File: config.mk
export PLATFORM = sky130hd
export DESIGN_NAME = hazard_ctrl
export DESIGN_NICKNAME = d
export VERILOG_FILES = /design/src/rtl/hazard_ctrl_pkg.sv /design/src/rtl/hazard_ctrl_muldiv_seq.sv /design/src/rtl/hazard_ctrl.sv
export SDC_FILE = /design/constraint.sdc
export NUM_CORES = 1
export LEC_CHECK = 0
export BUFFER_PORTS_ARGS = -buffer_cell sky130_fd_sc_hd__buf_2
export CORE_MARGIN = 1.5
export CORE_UTILIZATION = 30
export CTS_CLUSTER_DIAMETER = 120
export DETAILED_ROUTE_END_ITERATION = 12
export GPL_ROUTABILITY_DRIVEN = 0
export GPL_TIMING_DRIVEN = 0
export SLEW_MARGIN = 20
export SYNTH_ARGS = -nofsm -noshare
export SYNTH_HDL_FRONTEND = slang
export SYNTH_SLANG_ARGS = --single-unit
File: constraint.sdc
create_clock -name clk -period 3.8 [get_ports clk]
set_input_delay 0.19 -clock clk [delete_from_list [all_inputs] [get_ports clk]]
set_output_delay 0.19 -clock clk [all_outputs]
set_load 0.05 [all_outputs]
File: src/rtl/hazard_ctrl_pkg.sv
// hazard_ctrl_pkg: shared definitions for the RV32 pipeline hazard controller.
//   - Forwarding-select encodings driven onto ForwardAE/ForwardBE
//   - Mul/div sequencer state type
//   - Default mul/div occupancy latencies
//   - fwd_sel(): E-stage forwarding priority (M over W, x0 never forwarded)
package hazard_ctrl_pkg;

  localparam logic [1:0] FWD_RF  = 2'b00;
  localparam logic [1:0] FWD_WB  = 2'b01;
  localparam logic [1:0] FWD_MEM = 2'b10;

  typedef enum logic {
    IDLE = 1'b0,
    BUSY = 1'b1
  } md_state_t;

  localparam int unsigned MUL_LAT_DEF = 2;
  localparam int unsigned DIV_LAT_DEF = 32;

  function automatic logic [1:0] fwd_sel(
    input logic [4:0] rs,
    input logic [4:0] rd_m,
    input logic       we_m,
    input logic [4:0] rd_w,
    input logic       we_w
  );
    if ((rs == rd_m) && we_m && (rs != 5'd0))      return FWD_MEM;
    else if ((rs == rd_w) && we_w && (rs != 5'd0)) return FWD_WB;
    else                                           return FWD_RF;
  endfunction

endpackage

File: src/rtl/hazard_ctrl_muldiv_seq.sv
// muldiv_seq: multi-cycle M-extension sequencer. Holds an op in Execute for
// exactly MUL_LAT or DIV_LAT cycles: the start cycle plus LAT-1 BUSY cycles.
// Ports:
//   clk, reset     rising-edge clock, synchronous active-high reset
//   i_start        M-extension op valid in E (ignored while BUSY)
//   i_is_div       1 = DIV/REM class, 0 = MUL class
//   o_stall        freeze F/D/E and bubble M (mdStall)
//   o_busy         sequencer in BUSY
//   o_done         result valid in E this cycle; op advances at this edge
import hazard_ctrl_pkg::*;

module muldiv_seq #(
  parameter int unsigned MUL_LAT = MUL_LAT_DEF,
  parameter int unsigned DIV_LAT = DIV_LAT_DEF
) (
  input  logic clk,
  input  logic reset,
  input  logic i_start,
  input  logic i_is_div,
  output logic o_stall,
  output logic o_busy,
  output logic o_done
);

  localparam int unsigned CW = (DIV_LAT > 2) ? $clog2(DIV_LAT) : 1;
  localparam logic [CW-1:0] MUL_INIT = CW'(MUL_LAT - 2);
  localparam logic [CW-1:0] DIV_INIT = CW'(DIV_LAT - 2);

  md_state_t     r_state, w_state_nxt;
  logic [CW-1:0] r_cnt,   w_cnt_nxt;

  always_ff @(posedge clk) begin
    if (reset) begin
      r_state <= IDLE;
      r_cnt   <= '0;
    end else begin
      r_state <= w_state_nxt;
      r_cnt   <= w_cnt_nxt;
    end
  end

  always_comb begin
    w_state_nxt = r_state;
    w_cnt_nxt   = r_cnt;
    unique case (r_state)
      IDLE: begin
        if (i_start) begin
          w_state_nxt = BUSY;
          w_cnt_nxt   = i_is_div ? DIV_INIT : MUL_INIT;
        end
      end
      BUSY: begin
        if (r_cnt == '0) w_state_nxt = IDLE;
        else             w_cnt_nxt   = r_cnt - 1'b1;
      end
      default: w_state_nxt = IDLE;
    endcase
  end

  // Outputs are forced low while reset is asserted, whatever the state.
  always_comb begin
    o_stall = 1'b0;
    o_busy  = 1'b0;
    o_done  = 1'b0;
    if (!reset) begin
      o_busy = (r_state == BUSY);
      unique case (r_state)
        IDLE:    o_stall = i_start;
        BUSY: begin
          o_stall = (r_cnt != '0);
          o_done  = (r_cnt == '0);
        end
        default: o_stall = 1'b0;
      endcase
    end
  end

endmodule

File: src/rtl/hazard_ctrl.sv
// hazard_ctrl: hazard controller for the 5-stage RV32 pipeline.
//   Produces stall (register hold) and flush (register clear) controls, E-stage
//   forwarding selects, and wraps the mul/div sequencer that freezes F/D/E.
// Ports:
//   clk, reset                 clock, synchronous active-high reset
//   Rs1D/Rs2D                  sources in D;  Rs1E/Rs2E/RdE  regs in E
//   RdM/RdW, RegWriteM/W       writeback destinations and enables in M, W
//   ResultSrcE0                load in E;  PCSrcE  taken branch/jump in E
//   MulDivStartE/MulDivIsDivE  M-extension op in E and its class
//   ForwardAE/BE               00 RF, 10 ALUResultM, 01 ResultW
//   StallF/D/E, FlushD/E/M     pipeline register hold / clear
//   MdBusy, MdDoneE            sequencer busy, mul/div result valid in E
// Build option: define HAZARD_PERF_CNT_EN to add the saturating performance
//   counter outputs PerfStallCycles, PerfFlushCount, PerfMdOps.
import hazard_ctrl_pkg::*;

module hazard_ctrl #(
  parameter int unsigned MUL_LAT = MUL_LAT_DEF,
  parameter int unsigned DIV_LAT = DIV_LAT_DEF,
  parameter int unsigned CNT_W   = 32
) (
  input  logic             clk,
  input  logic             reset,
  input  logic [4:0]       Rs1D,
  input  logic [4:0]       Rs2D,
  input  logic [4:0]       Rs1E,
  input  logic [4:0]       Rs2E,
  input  logic [4:0]       RdE,
  input  logic [4:0]       RdM,
  input  logic [4:0]       RdW,
  input  logic             RegWriteM,
  input  logic             RegWriteW,
  input  logic             ResultSrcE0,
  input  logic             PCSrcE,
  input  logic             MulDivStartE,
  input  logic             MulDivIsDivE,
  output logic [1:0]       ForwardAE,
  output logic [1:0]       ForwardBE,
  output logic             StallF,
  output logic             StallD,
  output logic             StallE,
  output logic             FlushD,
  output logic             FlushE,
  output logic             FlushM,
  output logic             MdBusy,
`ifdef HAZARD_PERF_CNT_EN
  output logic [CNT_W-1:0] PerfStallCycles,
  output logic [CNT_W-1:0] PerfFlushCount,
  output logic [CNT_W-1:0] PerfMdOps,
`endif
  output logic             MdDoneE
);

  if (MUL_LAT < 2 || DIV_LAT < 2 || MUL_LAT > DIV_LAT || CNT_W < 1) begin : g_bad_params
    $error("hazard_ctrl: need 2 <= MUL_LAT <= DIV_LAT and CNT_W >= 1");
  end

  logic w_lw_stall;
  logic w_md_stall;

  muldiv_seq #(
    .MUL_LAT (MUL_LAT),
    .DIV_LAT (DIV_LAT)
  ) u_seq (
    .clk      (clk),
    .reset    (reset),
    .i_start  (MulDivStartE),
    .i_is_div (MulDivIsDivE),
    .o_stall  (w_md_stall),
    .o_busy   (MdBusy),
    .o_done   (MdDoneE)
  );

  always_comb begin
    ForwardAE = fwd_sel(Rs1E, RdM, RegWriteM, RdW, RegWriteW);
    ForwardBE = fwd_sel(Rs2E, RdM, RegWriteM, RdW, RegWriteW);
  end

  // A load-use bubble must not clear ID/EX while the sequencer holds a
  // mul/div op there; the held D instruction simply waits behind it.
  always_comb begin
    w_lw_stall = ResultSrcE0 && (RdE != 5'd0) && ((Rs1D == RdE) || (Rs2D == RdE));
    StallF = 1'b0;
    StallD = 1'b0;
    StallE = 1'b0;
    FlushD = 1'b0;
    FlushE = 1'b0;
    FlushM = 1'b0;
    if (!reset) begin
      StallF = w_lw_stall | w_md_stall;
      StallD = w_lw_stall | w_md_stall;
      StallE = w_md_stall;
      FlushD = PCSrcE;
      FlushE = PCSrcE | (w_lw_stall & ~w_md_stall);
      FlushM = w_md_stall;
    end
  end

`ifdef HAZARD_PERF_CNT_EN
  logic [CNT_W-1:0] r_stall_cnt, r_flush_cnt, r_md_cnt;

  always_ff @(posedge clk) begin
    if (reset) begin
      r_stall_cnt <= '0;
      r_flush_cnt <= '0;
      r_md_cnt    <= '0;
    end else begin
      if (StallF  && (r_stall_cnt != '1)) r_stall_cnt <= r_stall_cnt + 1'b1;
      if (PCSrcE  && (r_flush_cnt != '1)) r_flush_cnt <= r_flush_cnt + 1'b1;
      if (MdDoneE && (r_md_cnt    != '1)) r_md_cnt    <= r_md_cnt + 1'b1;
    end
  end

  assign PerfStallCycles = r_stall_cnt;
  assign PerfFlushCount  = r_flush_cnt;
  assign PerfMdOps       = r_md_cnt;
`endif

endmodule

# Word-level counts from Yosys, hierarchy flattened
# Cells that the tools add are included.
[totals]
in_bits = 43
regBits = 6
word_cells = 53
out_inout_bits = 12
[classes]
addsub = 1
bitwise = 5
n_eq_ne = 8
muxes = 20
reduce_logical = 17
[ops]
columns = ["cell", "count"]
rows = [
  ["equality test 5 bit", 6],
  ["nonzero test 5 bit", 4],
  ["2-to-1 mux 5 bit", 3],
  ["2-to-1 mux 1 bit", 12],
  ["logical AND 1 bit", 10],
  ["one-hot mux 5 bit (2 select lines)", 1],
  ["zero test 5 bit", 1],
  ["subtractor 5 x 1 -> 5 bit (second input constant)", 1],
  ["2-to-1 mux 2 bit", 2],
  ["inequality test 2 bit (second input constant)", 2],
  ["one-hot mux 1 bit (2 select lines)", 2],
  ["inverter 1 bit", 2],
  ["bitwise OR 1 bit", 2],
  ["AND reduction 2 bit", 1],
  ["AND 1 bit", 1],
  ["logical OR 1 bit", 1],
]

# Logic depth before layout (Yosys ltp)
[logic_depth]
ltp_word = 7
mapped_depth = 6
depth_no_buf = 6

# Cells and area by module
# Synthesis repeated with hierarchy kept, for this count alone.
[hier_totals]
hier_cells = 100
hier_area_um2 = 857.1
[by_module_without_submodules]
columns = ["module", "instances", "cells_each", "seq_area_each_um2", "area_per_inst_um2"]
rows = [
  ["hazard_ctrl", 1, 59, 0.0, 479.2],
  ["muldiv_seq", 1, 41, 120.1, 377.9],
]

# Worst setup path before layout
# OpenSTA, ideal clock, no wires.
[synth_path]
path_type = "reg-to-output"
from = "reg u_seq.r_cnt[0]"
to = "out StallF"
required_time_ns = 3.610
arrival_ns = 2.086
path_stages_with_launch = 7
path_slack_ns = 1.524
path_buffers = 1
path_cell_list = "dfxtp_1 inv_1 ha_1 nand4bb_4 o22ai_1 o22ai_1 buf_4"
[synth_via]
elab_chain_cells = 5
[synth_rtl]
columns = ["item", "line", "rtl"]
rows = [
  ["start: declaration", "hazard_ctrl_muldiv_seq.sv:30", "logic [CW-1:0] r_cnt, w_cnt_nxt;"],
  ["start signal: assignment", "hazard_ctrl_muldiv_seq.sv:38", "r_cnt <= w_cnt_nxt;"],
  ["nonzero test 5 bit", "hazard_ctrl_muldiv_seq.sv:70", "o_stall = (r_cnt != '0);"],
  ["one-hot mux 1 bit (2 select lines)", "hazard_ctrl_muldiv_seq.sv:67", "unique case (r_state)"],
  ["2-to-1 mux 1 bit", "hazard_ctrl_muldiv_seq.sv:65", "if (!reset) begin"],
  ["bitwise OR 1 bit", "--", ""],
  ["2-to-1 mux 1 bit", "--", ""],
  ["end: declaration", "hazard_ctrl.sv:39", "output logic StallF,"],
]
# Every way passes these cells.

# Worst setup path in the final report
[layout_path]
from = "reg u_seq.r_cnt[0]"
to = "out StallF"
[layout_via]
elab_chain_cells = 5
[layout_rtl]
columns = ["item", "line", "rtl"]
rows = [
  ["nonzero test 5 bit", "hazard_ctrl_muldiv_seq.sv:70", ""],
  ["one-hot mux 1 bit (2 select lines)", "hazard_ctrl_muldiv_seq.sv:67", ""],
  ["2-to-1 mux 1 bit", "hazard_ctrl_muldiv_seq.sv:65", ""],
  ["bitwise OR 1 bit", "hazard_ctrl.sv:90", "StallF = w_lw_stall | w_md_stall;"],
  ["2-to-1 mux 1 bit", "hazard_ctrl.sv:89", "if (!reset) begin"],
]
# Every way passes these cells.

==> results.sh <==
export IMPL_status="finished clean"
export IMPL_grt_max_degree=11
export IMPL_reg2regPathDepth=6
export IMPL_max_freq_mhz=434
export IMPL_netlist_area_um2=812
export IMPL_final_hold_viol_count=0
export IMPL_grt_pass1_wl_um=3130
export IMPL_route_detailed_wl_per_inst_um=10.7
export IMPL_dr_total_vias=872
export IMPL_initial_core_util_pct=32.2
export IMPL_required_ps=3610
export IMPL_synthDistinctLibCells=30
export IMPL_peakVddDrop_mv=0.188
export IMPL_die_area_um2=3030
export IMPL_grt_setup_unrepaired="false"
export IMPL_drc=0
export IMPL_dp_hpwl_um=1750
export IMPL_post_cts_buffers=0
export IMPL_cp_max_fo=8
export IMPL_slew_limit_headroom_pct=55.4
export IMPL_place_port_buffers=54
export IMPL_p_leak_uw=0.000509
export IMPL_cts_resized=0
export IMPL_hold_class="in2reg"
export IMPL_final_setup_worst_slack_ps=1500
export IMPL_num_rows=18
export IMPL_cp_slowest_stage_delay_ps=540
export IMPL_htreeDepth=1
export IMPL_fp_dieW_um=55.0
export IMPL_die_y_um=55.0
export IMPL_cts_root_buf="clkbuf_4"
export IMPL_path_buf_inv=3
export IMPL_critPathKind="reg2out"
export IMPL_finalPower_uw=299
export IMPL_period_needed_ps=2300
export IMPL_yosysWarnings=0
export IMPL_syn_nets=142
export IMPL_grt_pass1_vias=776
export IMPL_final_seq_area_um2=120
export IMPL_fill_cells=274
export IMPL_synth_seq_cells=6
export IMPL_cts_sinks=6
export IMPL_layout_drive_gt1_share_pct=45.2
export IMPL_pre_cts_slack_ps=1740
export IMPL_endpoint_kind="output port"
export IMPL_setup_violations=0
export IMPL_coreArea_um2=2520
export IMPL_num_io_pins=55
export IMPL_worstMarginPinSlew_ps=669
export IMPL_first_iter_violations=5
export IMPL_maxCapViolCount=0
export IMPL_multi_input_comb_area_um2=651
export IMPL_powerDensity_nw_per_um2=262
export IMPL_clk_latency_ps=250
export IMPL_fin_nets=201
export IMPL_crit_family="compound AO/OA/AOI/OAI gates"
export IMPL_cts_tree="built"
export IMPL_cp_slowest_cell="o22ai_1"
export IMPL_areaGrowthSynthToFinish_pct=40.7
export IMPL_synth_yosys_seq_area_share_pct=14.8
export IMPL_path_clk_slew_ps=50
export IMPL_fin_setup_tns_ps=0
export IMPL_fin_crit_sh_pct=60.6
export IMPL_routed_wirelength_um=1970
export IMPL_fin_skew_ps=5.40
export IMPL_hold_depth=3
export IMPL_viasPerCell=4.71
export IMPL_slew_violations=0
export IMPL_avgSynthCellArea_um2=8.29
export IMPL_numCtsBuffers=3
export IMPL_arrival_ps=2110
export IMPL_ant_nets=0
export IMPL_crit_path_cell_trace="inv_1, ha_1, nand4bb_4, o22ai_1, o22ai_1, buf_4, buf_2"
export IMPL_start_kind="flop"
export IMPL_grt_ovfl_total=0
export IMPL_cp_depth=7
export IMPL_antenna_found_initial=0
export IMPL_drtPass1Iterations=4
export IMPL_syn_inst=98
export IMPL_grtUsageTotal_pct=14.0
export IMPL_postCtsHoldBufs=0
export IMPL_cts_buffer_depth=2
export IMPL_path_common_cell="o22ai_1"
export IMPL_diodes=0
## placed cells by master, fill, tap and decap left out, types with 2 or more instances in the layout
cell type   n
mux2i_1     2
o21ai_0     3
nor4_2      4
a21oi_1     4
xor2_1     14
nand4_1     4
nor3_1      2
o22ai_1     2
nor2_4      2
buf_2      54
nand2_1     5
or4_4       2
nand2b_1    3
nor2_1      7
nand3_1     4
clkbuf_4    3
dfxtp_1     6
nor2b_1     2
buf_4       2
inv_1       3
xnor2_1    16
## report_power, final
part / internal, µW / leakage [µW] / total, µW / switching (µW)
clock network: 35.9 / 0.0000138 / 61.1 / 25.2
registers: 70.6 / 0.0000496 / 75.5 / 4.88
logic: 69.4 / 0.000445 / 163 / 93.2
total: 176 / 0.000509 / 299 / 123
## Yosys cell counts
| master | count | area [µm²] |
|---|---|---|
| nor2_1 | 7 | 26.3 |
| xor2_1 | 14 | 123 |
| a21o_1 | 1 | 7.51 |
| or2_2 | 1 | 6.26 |
| xnor2_1 | 16 | 140 |
| or4b_1 | 1 | 10.0 |
| buf_4 | 2 | 15.0 |
| clkbuf_1 | 1 | 3.75 |
| nand4_1 | 4 | 25.0 |
| nand2_1 | 5 | 18.8 |
| nand2b_1 | 3 | 18.8 |
| nor2_4 | 2 | 22.5 |
| nand3_1 | 4 | 20.0 |
| or4_1 | 1 | 7.51 |
| o21bai_1 | 1 | 7.51 |
| nor4_2 | 4 | 50.1 |
| nand3b_1 | 1 | 7.51 |
| nor3_1 | 2 | 10.0 |
| dfxtp_1 | 6 | 120 |
| buf_6 | 1 | 11.3 |
| o22ai_1 | 2 | 12.5 |
| a21oi_1 | 4 | 20.0 |
| nor2b_1 | 2 | 12.5 |
| or4_4 | 2 | 22.5 |
| a22oi_1 | 1 | 7.51 |
| ha_1 | 1 | 12.5 |
| nand4bb_4 | 1 | 27.5 |
| inv_1 | 3 | 11.3 |
| mux2i_1 | 2 | 20.0 |
| o21ai_0 | 3 | 15.0 |
## area by class of cell
| type | instances | share of cell area [%] |
|---|---|---|
| buffer | 4 | 2.63 |
| clock buffer | 3 | 1.97 |
| inverter | 3 | 0.986 |
| multi-input combinational | 85 | 57.0 |
| sequential | 6 | 10.5 |
| tap | 30 | 3.29 |
| timing repair buffer | 54 | 23.7 |
## sequential cells by signal (all words and copies together) (netlist names)
name / cells
u_seq.r_state: 1
u_seq.r_cnt: 5
## cells by family after synthesis
family	Yosys count	share of synthesized area, %
buffers and inverters	7	5.08
and+or+nand+nor	40	35.1
xor gates and xnor gates	30	32.4
AOI/OAI and AO/OA	12	8.63
DFF	6	14.8
adders and majority gates	1	1.54
muxes	2	2.47
## final timing paths
check / slack (ps) / endpoint / startpoint
hold reg to reg: 480 / u_seq.r_cnt[0] / u_seq.r_cnt[0]
setup / recovery: 1500 / StallF / u_seq.r_cnt[0]
hold / removal: 210 / u_seq.r_cnt[4] / MulDivIsDivE
setup reg to reg: 2040 / u_seq.r_cnt[1] / u_seq.r_cnt[0]
## per-layer routing
layer | GRT usage [%] | vias up | routed length (µm)
met5 | 0 | - | 0
li1 | - | 454 | -
met1 | 17.9 | 388 | 886
met4 | 1.22 | 0 | 0
met2 | 24.0 | 30 | 941
met3 | 4.03 | 0 | 145
## per-stage QoR
| step | instances | util (%) | instance area, µm² | hold slack, ps |
|---|---|---|---|---|
| 2_1_floorplan | 98 | - | 812 | 338 |
| 3_3_place_gp | 182 | 44.4 | 1120 | 458 |
| 3_5_place_dp | 182 | 44.4 | 1120 | 470 |
| 4_1_cts | 185 | 45.3 | 1140 | 201 |
| 5_1_grt | 185 | 45.3 | 1140 | 223 |
| 6_report | 185 | 45.3 | 1140 | 205 |
## tightest hold or removal path: cells and delay by family
| family | cells | cell delay (ps) |
|---|---|---|
| and+or+nand+nor | 1 | 60 |
| buffers and inverters | 1 | 100 |
| AOI/OAI and AO/OA | 1 | 50 |
(Power assumes the default switching activity.)
